$ cat config.mk
export PLATFORM = sky130hd
export DESIGN_NAME = tag_inflight_table
export DESIGN_NICKNAME = d
export VERILOG_FILES = /design/src/rtl/tag_inflight_table.sv
export SDC_FILE = /design/constraint.sdc
export NUM_CORES = 1
export LEC_CHECK = 0
export ABC_AREA = 1
export CORE_UTILIZATION = 43
export CTS_CLUSTER_DIAMETER = 200
export DETAILED_ROUTE_END_ITERATION = 8
export GPL_ROUTABILITY_DRIVEN = 0
export PLACE_DENSITY = 0.62
export SYNTH_ARGS = -nofsm -noshare
export SYNTH_HDL_FRONTEND = slang
export SYNTH_SLANG_ARGS = --single-unit
$ cat constraint.sdc
create_clock -name clk_i -period 2.5 [get_ports clk_i]
set_input_delay 0.375 -clock clk_i [delete_from_list [all_inputs] [get_ports clk_i]]
set_output_delay 0.375 -clock clk_i [all_outputs]
set_load 0.05 [all_outputs]
$ cat src/rtl/tag_inflight_table.sv
// tag_inflight_table: pairs dispatches with allocator tags, keeps per-tag metadata and
// returns tagged results to writeback while releasing the tag. TAG_INFLIGHT_CNT_EN adds occupancy counters.
module tag_inflight_table #(
  parameter int NumTags   = 16,
  parameter int MetaWidth = 8,
  parameter int DataWidth = 32
) (
  input  logic                         clk_i,
  input  logic                         rst_i,
  input  logic                         tag_valid_i,
  input  logic [$clog2(NumTags)-1:0]   tag_i,
  output logic                         tag_get_o,
  input  logic                         disp_valid_i,
  input  logic [MetaWidth-1:0]         disp_meta_i,
  output logic                         disp_ready_o,
  output logic [$clog2(NumTags)-1:0]   disp_tag_o,
  input  logic                         rsp_valid_i,
  input  logic [$clog2(NumTags)-1:0]   rsp_tag_i,
  input  logic [DataWidth-1:0]         rsp_data_i,
  output logic                         rsp_ready_o,
  output logic                         out_valid_o,
  input  logic                         out_ready_i,
  output logic [MetaWidth-1:0]         out_meta_o,
  output logic [DataWidth-1:0]         out_data_o,
  output logic [$clog2(NumTags)-1:0]   out_tag_o,
  output logic                         free_o,
  output logic [$clog2(NumTags)-1:0]   free_tag_o,
  output logic                         err_o
`ifdef TAG_INFLIGHT_CNT_EN
  ,
  output logic [$clog2(NumTags+1)-1:0] inflight_cnt_o,
  output logic [$clog2(NumTags+1)-1:0] max_inflight_o
`endif
);

  logic [NumTags-1:0]   busy_q;
  logic [NumTags-1:0]   busy_d;
  logic [MetaWidth-1:0] meta_q [NumTags];
  logic                 alloc;
  logic                 rsp_fire;
  logic                 same_tag;
  logic                 rsp_hit;

  assign disp_ready_o = tag_valid_i;
  assign tag_get_o    = disp_valid_i && tag_valid_i;
  assign disp_tag_o   = tag_i;
  assign alloc        = tag_get_o;

  assign rsp_ready_o  = !out_valid_o || out_ready_i;
  assign rsp_fire     = rsp_valid_i && rsp_ready_o;
  // A tag being offered is by definition not in flight, so a same-tag response cannot hit.
  assign same_tag     = alloc && (tag_i == rsp_tag_i);
  assign rsp_hit      = busy_q[rsp_tag_i] && !same_tag;

  // Set after clear: a same-cycle allocation of the responding tag keeps it busy.
  always_comb begin
    busy_d = busy_q;
    if (rsp_fire) busy_d[rsp_tag_i] = 1'b0;
    if (alloc)    busy_d[tag_i]     = 1'b1;
  end

  always_ff @(posedge clk_i or posedge rst_i) begin
    if (rst_i) begin
      busy_q      <= '0;
      out_valid_o <= 1'b0;
      out_meta_o  <= '0;
      out_data_o  <= '0;
      out_tag_o   <= '0;
      free_o      <= 1'b0;
      free_tag_o  <= '0;
      err_o       <= 1'b0;
    end else begin
      busy_q <= busy_d;
      free_o <= rsp_fire && rsp_hit;
      if (rsp_fire) begin
        out_valid_o <= 1'b1;
        out_meta_o  <= meta_q[rsp_tag_i];
        out_data_o  <= rsp_data_i;
        out_tag_o   <= rsp_tag_i;
        free_tag_o  <= rsp_tag_i;
      end else if (out_ready_i) begin
        out_valid_o <= 1'b0;
      end
      if ((alloc && busy_q[tag_i]) || (rsp_fire && !rsp_hit)) err_o <= 1'b1;
    end
  end

  // Metadata needs no reset; busy_q decides whether an entry is meaningful.
  always_ff @(posedge clk_i) begin
    if (alloc) meta_q[tag_i] <= disp_meta_i;
  end

`ifdef TAG_INFLIGHT_CNT_EN
  localparam int CntW = $clog2(NumTags + 1);

  logic [CntW-1:0] cnt_d;
  logic            cnt_inc;
  logic            cnt_dec;

  assign cnt_inc = alloc && !busy_q[tag_i];
  assign cnt_dec = rsp_fire && rsp_hit;

  always_comb begin
    cnt_d = inflight_cnt_o;
    if (cnt_inc && !cnt_dec)      cnt_d = inflight_cnt_o + CntW'(1);
    else if (!cnt_inc && cnt_dec) cnt_d = inflight_cnt_o - CntW'(1);
  end

  always_ff @(posedge clk_i or posedge rst_i) begin
    if (rst_i) begin
      inflight_cnt_o <= '0;
      max_inflight_o <= '0;
    end else begin
      inflight_cnt_o <= cnt_d;
      if (cnt_d > max_inflight_o) max_inflight_o <= cnt_d;
    end
  end
`endif

endmodule
==> results.txt, run 1 <==
fin worst setup slack: 0.433 ns
flop2flop setup slack: 0.70 ns
Place WS: 0.189 ns
Cell variety after synth: 21
I/O Buffers: 111
global route overflow: 0
vias post-DR: 5598
Worst Hold Class: primary input to asynchronous set/reset pin
PwrDens: 781 nW/µm²
CP Data Required Time: 2.12 ns
core area: 17400 µm²
Gate Count Post-Synth: 722
stages on the worst setup path: 1
final setup fails: 0
post-CTS resize count: 0
Crit-path slowest cell: clkdlybuf4s50_1
Fill cells: 1469
vias in the first global route: 5396
area share of the largest cell type after synthesis: 0.497
FF-to-FF End: out_data_o[25]
Critical Path Source Type: register
Max Transition Viols Final: 0
Setup Buffers After CTS: 0
Initial Utilization: 0.444
Setup crit end: out_meta_o[6]
die area: 18500 µm²
register area share after synthesis: 0.701
drt via density: 5.14
CP top delay family: buffers and inverters
CTS hold repair buffers: 0
critical path fanouts, max: 2
fin nets: 906
first-pass GRT wire length: 28800 µm
Max stage delay on crit path: 0.85 ns
fin cells: 1090
flops & latches, synth: 191
DRT Wirelength: 18400 µm
DP HPWL: 12800 µm
CTS max path bufs: 2
post-route cell area: 9830 µm²
syn avg cell area: 10.7 µm²
final worst-path cycle share: 0.827
Max Cap Viol: 0
area grow syn2layout: 27.2%
Max Clk Rate: 484 MHz
Worst Path Buf+Inv: 1
Hold Vio Cnt, Final: 0
# IOs: 112
CP arrival: 1.69 ns
initial antenna violation count: 0
YS warnings: 0
post-route DRC violation count: 0
cell taking the most area after synthesis: edfxtp_1
FF-to-FF Start: out_valid_o
Worst VDD drop: 0.496 mV
Die Wd: 136 µm
Worst setup EP type: output pin
FF/Latch Area: 5420 µm²
Clock Pin Slew Worst Setup and Hold Paths: 0.07 ns
outcome: complete, no violations
Setup Total Neg Slack: 0 ns
Cells after DPL: 1058
post-DR wirelength/cell: 16.8 µm
ANT nets after route: 0
RSZ-0062 raised after global routing: no
critical path class: register to output pin
Worst-Skew Late Latency: 0.43 ns
Worst Tran Pin Value: 0.680 ns
Mapped Nets: 776
Leak: 3.98 nW
CTS sink cnt: 191
antenna cell count: 0
DRT iter0 DRCs: 353
synth top area cells: edfxtp_1 (50%), dfrtp_1 (20%), nand2_1 (15%)
Final Critical Period: 2.07 ns
Cell Rows: 48
CTS tree: built
FF-to-FF path depth: 7
Cell Area, Placed: 9260 µm²
total CTS buffers: 17
Cell Area, Synth: 7730 µm²
Die H: 136 µm
drt pass-1 iters: 5
pin count of the biggest net entering global routing: 40
worst path cell trace: clkdlybuf4s50_1
GRT Util Overall: 0.210
clk root buf: clkbuf_16
H-tree levels: 4
Max-slew headroom: 0.546
CP Launch Point: out_meta_o[6]
clk_skew: 0.00801 ns
share of cells above drive strength 1: 0.0913
multi-input logic area: 2040 µm²
cell usage in the layout, fill, tap and decap left out:
cell type and instances:
a21oi_1 1, a22oi_1 32, buf_12 6, buf_4 36
bufinv_16 1, clkbuf_1 3, clkbuf_16 18, clkbuf_8 1
clkdlybuf4s50_1 105, clkinv_1 3, clkinv_2 1, clkinv_4 1
clkinvlp_4 1, dfrtp_1 63, edfxtp_1 128, inv_1 16
inv_2 2, inv_4 2, inv_6 4, nand2_1 312
nand3_1 14, nand4_1 16, nor2_1 54, nor2_2 4
nor2_4 2, o21ai_0 36, o22ai_1 2, xnor2_1 1
cell usage after synthesis (all sizes together):
cell type    n
buf         26
clkinv       3
nor2        60
edfxtp     128
clkbuf      10
nand3       14
dfrtp       63
o22ai        2
nand2      312
inv         18
a22oi       32
o21ai       36
xnor2        1
a21oi        1
nand4       16
per-stage QoR:
step | power (mW) | hold slack [ns] | utilization
final | 7.68 | 0.354 | 0.565
after detailed placement | 5.13 | 0.468 | 0.532
after global placement | 5.11 | 0.461 | 0.532
after global routing | 7.98 | 0.389 | 0.565
after CTS | 7.74 | 0.364 | 0.565
after floorplan | 4.58 | 0.474 | -
worst min path at each step:
stage	start	to	slack (ns)
after floorplan	disp_meta_i[0]	meta_q[0][0]	0.47
after global placement	out_data_o[14]	out_data_o[14]	0.46
after detailed placement	out_data_o[28]	out_data_o[28]	0.47
after CTS	rst_i	out_meta_o[4]	0.36
after global routing	rst_i	out_meta_o[2]	0.39
final	rst_i	out_meta_o[2]	0.35
flip-flops by register name, summed over array words and instances, names as in the netlist:
register     count
busy_q          16
err_o            1
free_o           1
free_tag_o       4
meta_q         128
out_data_o      32
out_meta_o       8
out_valid_o      1
cells by family after synthesis:
logic type | count (synthesis) | synth area share
buffers and inverters | 57 | 0.0353
AOI/OAI and AO/OA | 71 | 0.0567
and+or+nand+nor | 402 | 0.206
xor gates and xnor gates | 1 | 0.00113
DFF | 191 | 0.701
where the power goes:
| part | internal [mW] | switching, mW | leakage, nW |
|---|---|---|---|
| registers | 3.57 | 0.130 | 1.92 |
| clock network | 1.47 | 1.14 | 0.282 |
| logic | 0.466 | 0.896 | 1.78 |
per-layer routing:
metal  share of wire  vias to the layer above  GRT usage
met4           0.018                        0     0.0753
met2            0.46                      239      0.337
li1                -                     2676          -
met3           0.074                       30     0.0406
met1            0.45                     2653      0.283
met5               0                        -          0
layout make-up:
| type | count | share of cell area |
|---|---|---|
| Tap cell | 225 | 0.0286 |
| Sequential cell | 191 | 0.551 |
| Multi-Input combinational cell | 474 | 0.207 |
| Clock buffer | 22 | 0.0483 |
| Timing Repair Buffer | 147 | 0.147 |
| Inverter | 21 | 0.00802 |
| Clock inverter | 10 | 0.0101 |
Power figures use the tool's default switching activity.
==> run 2, diff against run 1 <==
--- a/config.mk
+++ b/config.mk
@@ -10,7 +10,7 @@
 export CTS_CLUSTER_DIAMETER = 200
 export DETAILED_ROUTE_END_ITERATION = 8
 export GPL_ROUTABILITY_DRIVEN = 0
-export PLACE_DENSITY = 0.62
+export PLACE_DENSITY = 0.64
 export SYNTH_ARGS = -nofsm -noshare
 export SYNTH_HDL_FRONTEND = slang
 export SYNTH_SLANG_ARGS = --single-unit
==> constraint.sdc (replaced) <==
create_clock -name clk_i -period 1.9 [get_ports clk_i]
set_input_delay 0.285 -clock clk_i [delete_from_list [all_inputs] [get_ports clk_i]]
set_output_delay 0.285 -clock clk_i [all_outputs]
set_load 0.05 [all_outputs]
==> results.txt, run 2 (synthesized netlist as in run 1, its figures left out) <==
outcome: complete, no violations (unchanged)
Worst setup EP type: output pin (unchanged)
Worst VDD drop: 0.667 mV (was 0.496 mV)
vias post-DR: 5925 (was 5598)
CP arrival: 1.59 ns (was 1.69 ns)
final worst-path cycle share: 0.985
drt pass-1 iters: 5 (unchanged)
vias in the first global route: 5848 (was 5396)
max FFs per register: 128 (unchanged)
Initial Utilization: 0.444 (unchanged)
core area: 17400 µm² (unchanged)
flop2flop setup slack: 0.39 ns (was 0.70 ns)
CP top delay family: buffers and inverters (unchanged)
Worst Tran Pin Value: 0.803 ns (was 0.680 ns)
H-tree levels: 4 (unchanged)
critical path fanouts, max: 2 (unchanged)
stages on the worst setup path: 1 (unchanged)
commonest non-fill, non-tap cell in the layout: nand2_1 (unchanged)
Leak: 4.55 nW (was 3.98 nW)
Final Critical Period: 1.87 ns
Max Clk Rate: 534 MHz
FF-to-FF Start: out_valid_o (unchanged)
clk_skew: 0.00883 ns (was 0.00801 ns)
CTS max path bufs: 2 (unchanged)
DRT Wirelength: 20000 µm (was 18400 µm)
Worst-Skew Late Latency: 0.43 ns (about the same)
Worst Path Buf+Inv: 1 (unchanged)
DRT iter0 DRCs: 513 (was 353)
I/O Buffers: 111 (unchanged)
Die Wd: 136 µm (unchanged)
initial antenna violation count: 0 (unchanged)
FF/Latch Area: 5420 µm² (unchanged)
CP Data Required Time: 1.62 ns (was 2.12 ns)
Critical Path Source Type: register (unchanged)
DP HPWL: 13800 µm (was 12800 µm)
pin count of the biggest net entering global routing: 64 (was 40)
PwrDens: 1000 nW/µm² (was 781 nW/µm²)
share of cells above drive strength 1: 0.146 (was 0.0913)
Setup Total Neg Slack: 0 ns (unchanged)
Crit-path slowest cell: clkdlybuf4s50_1 (unchanged)
commonest cells after routing, fill and taps aside: nand2_1 (311), edfxtp_1 (128), buf_4 (76), dfrtp_1 (63), clkdlybuf4s50_1 (58) (was nand2_1 (312), edfxtp_1 (128), clkdlybuf4s50_1 (105), dfrtp_1 (63), nor2_1 (54))
final setup fails: 0 (unchanged)
antenna cell count: 0 (unchanged)
CP Launch Point: out_data_o[13] (was out_meta_o[6])
global route overflow: 0 (unchanged)
worst path cell trace: clkdlybuf4s50_1 (unchanged)
Hold Worst Slack: 0.237 ns (was 0.354 ns)
Die H: 136 µm (unchanged)
Max Cap Viol: 0 (unchanged)
Worst Hold Class: primary input to asynchronous set/reset pin (unchanged)
CTS hold repair buffers: 0 (unchanged)
Cell Rows: 48 (unchanged)
Max Transition Viols Final: 0 (unchanged)
# IOs: 112 (unchanged)
clk root buf: clkbuf_16 (unchanged)
first-pass GRT wire length: 30800 µm (was 28800 µm)
CTS tree: built (unchanged)
FF-to-FF path depth: 7 (unchanged)
register with the most flip-flops: meta_q (unchanged)
Fill cells: 1424 (was 1469)
post-DR wirelength/cell: 17.6 µm (was 16.8 µm)
biggest regs: meta_q x128, out_data_o x32, busy_q x16 (unchanged)
area grow syn2layout: 33.5% (was 27.2%)
Clock Pin Slew Worst Setup and Hold Paths: 0.07 ns (about the same)
Design Power: 10.4 mW (was 7.68 mW)
RSZ-0062 raised after global routing: no (unchanged)
Hold Vio Cnt, Final: 0 (unchanged)
multi-input logic area: 2050 µm² (was 2040 µm²)
ANT nets after route: 0 (unchanged)
critical path class: register to output pin (unchanged)
drt via density: 5.22 (was 5.14)
GRT Util Overall: 0.224 (was 0.210)
Max-slew headroom: 0.464 (was 0.546)
Setup crit end: out_data_o[13] (was out_meta_o[6])
Max stage delay on crit path: 0.81 ns (was 0.85 ns)
fin nets: 951 (was 906)
Setup Buffers After CTS: 0 (unchanged)
total CTS buffers: 17 (unchanged)
die area: 18500 µm² (unchanged)
CTS sink cnt: 191 (unchanged)
post-route DRC violation count: 0 (unchanged)
FF-to-FF End: busy_q[12] (was out_data_o[25])
[run 2: cell type report]
cell class,count,share of cell area
clock buffers,17,0.0412
clock inverters,15,0.0171
inverters,21,0.00764
multi-input cells,475,0.199
flip-flops and latches,191,0.525
well taps,225,0.0273
repair buffers,191,0.183
[run 2: worst min-delay path by stage]
stage / endpoint / cells after the start
floorplan: meta_q[0][0] / 0
global placement: err_o / 2
detailed placement: err_o / 2
CTS: out_meta_o[6] / 3
global route: out_data_o[22] / 3
finish: out_meta_o[7] / 3
[run 2: where the power goes]
part           internal, mW  switching, mW
Sequential             4.70          0.150
Combinational         0.645           1.24
Clock                  1.99           1.64
Total                  7.33           3.03
[run 2: repair_timing]
action	4_1_cts	5_1_grt
gates resized for setup	16	32
pin swaps	0	1
cloned	0	1
endpoints found under the setup margin	16	36
hold endpoints to repair	0	0
[run 2: stage by stage]
stage / setup WS (ns) / util / instances / cell area [µm²]
floorplan: 0.0453 / - / 722 / 7730
global placement: -0.333 / 0.554 / 1102 / 9650
detailed placement: -0.360 / 0.554 / 1102 / 9650
CTS: 0.00125 / 0.587 / 1134 / 10200
global route: 0.00192 / 0.593 / 1135 / 10300
finish: 0.0281 / 0.593 / 1135 / 10300
[run 2: metal layers]
layer  wire [µm]  global-route usage  vias up  part of all wire
met5           0                   0        -                 0
met4         659               0.109        0             0.033
met3        1520              0.0477       44             0.076
met2        9330               0.357      265              0.47
met1        8530               0.291     2846              0.43
li1            -                   -     2770                 -
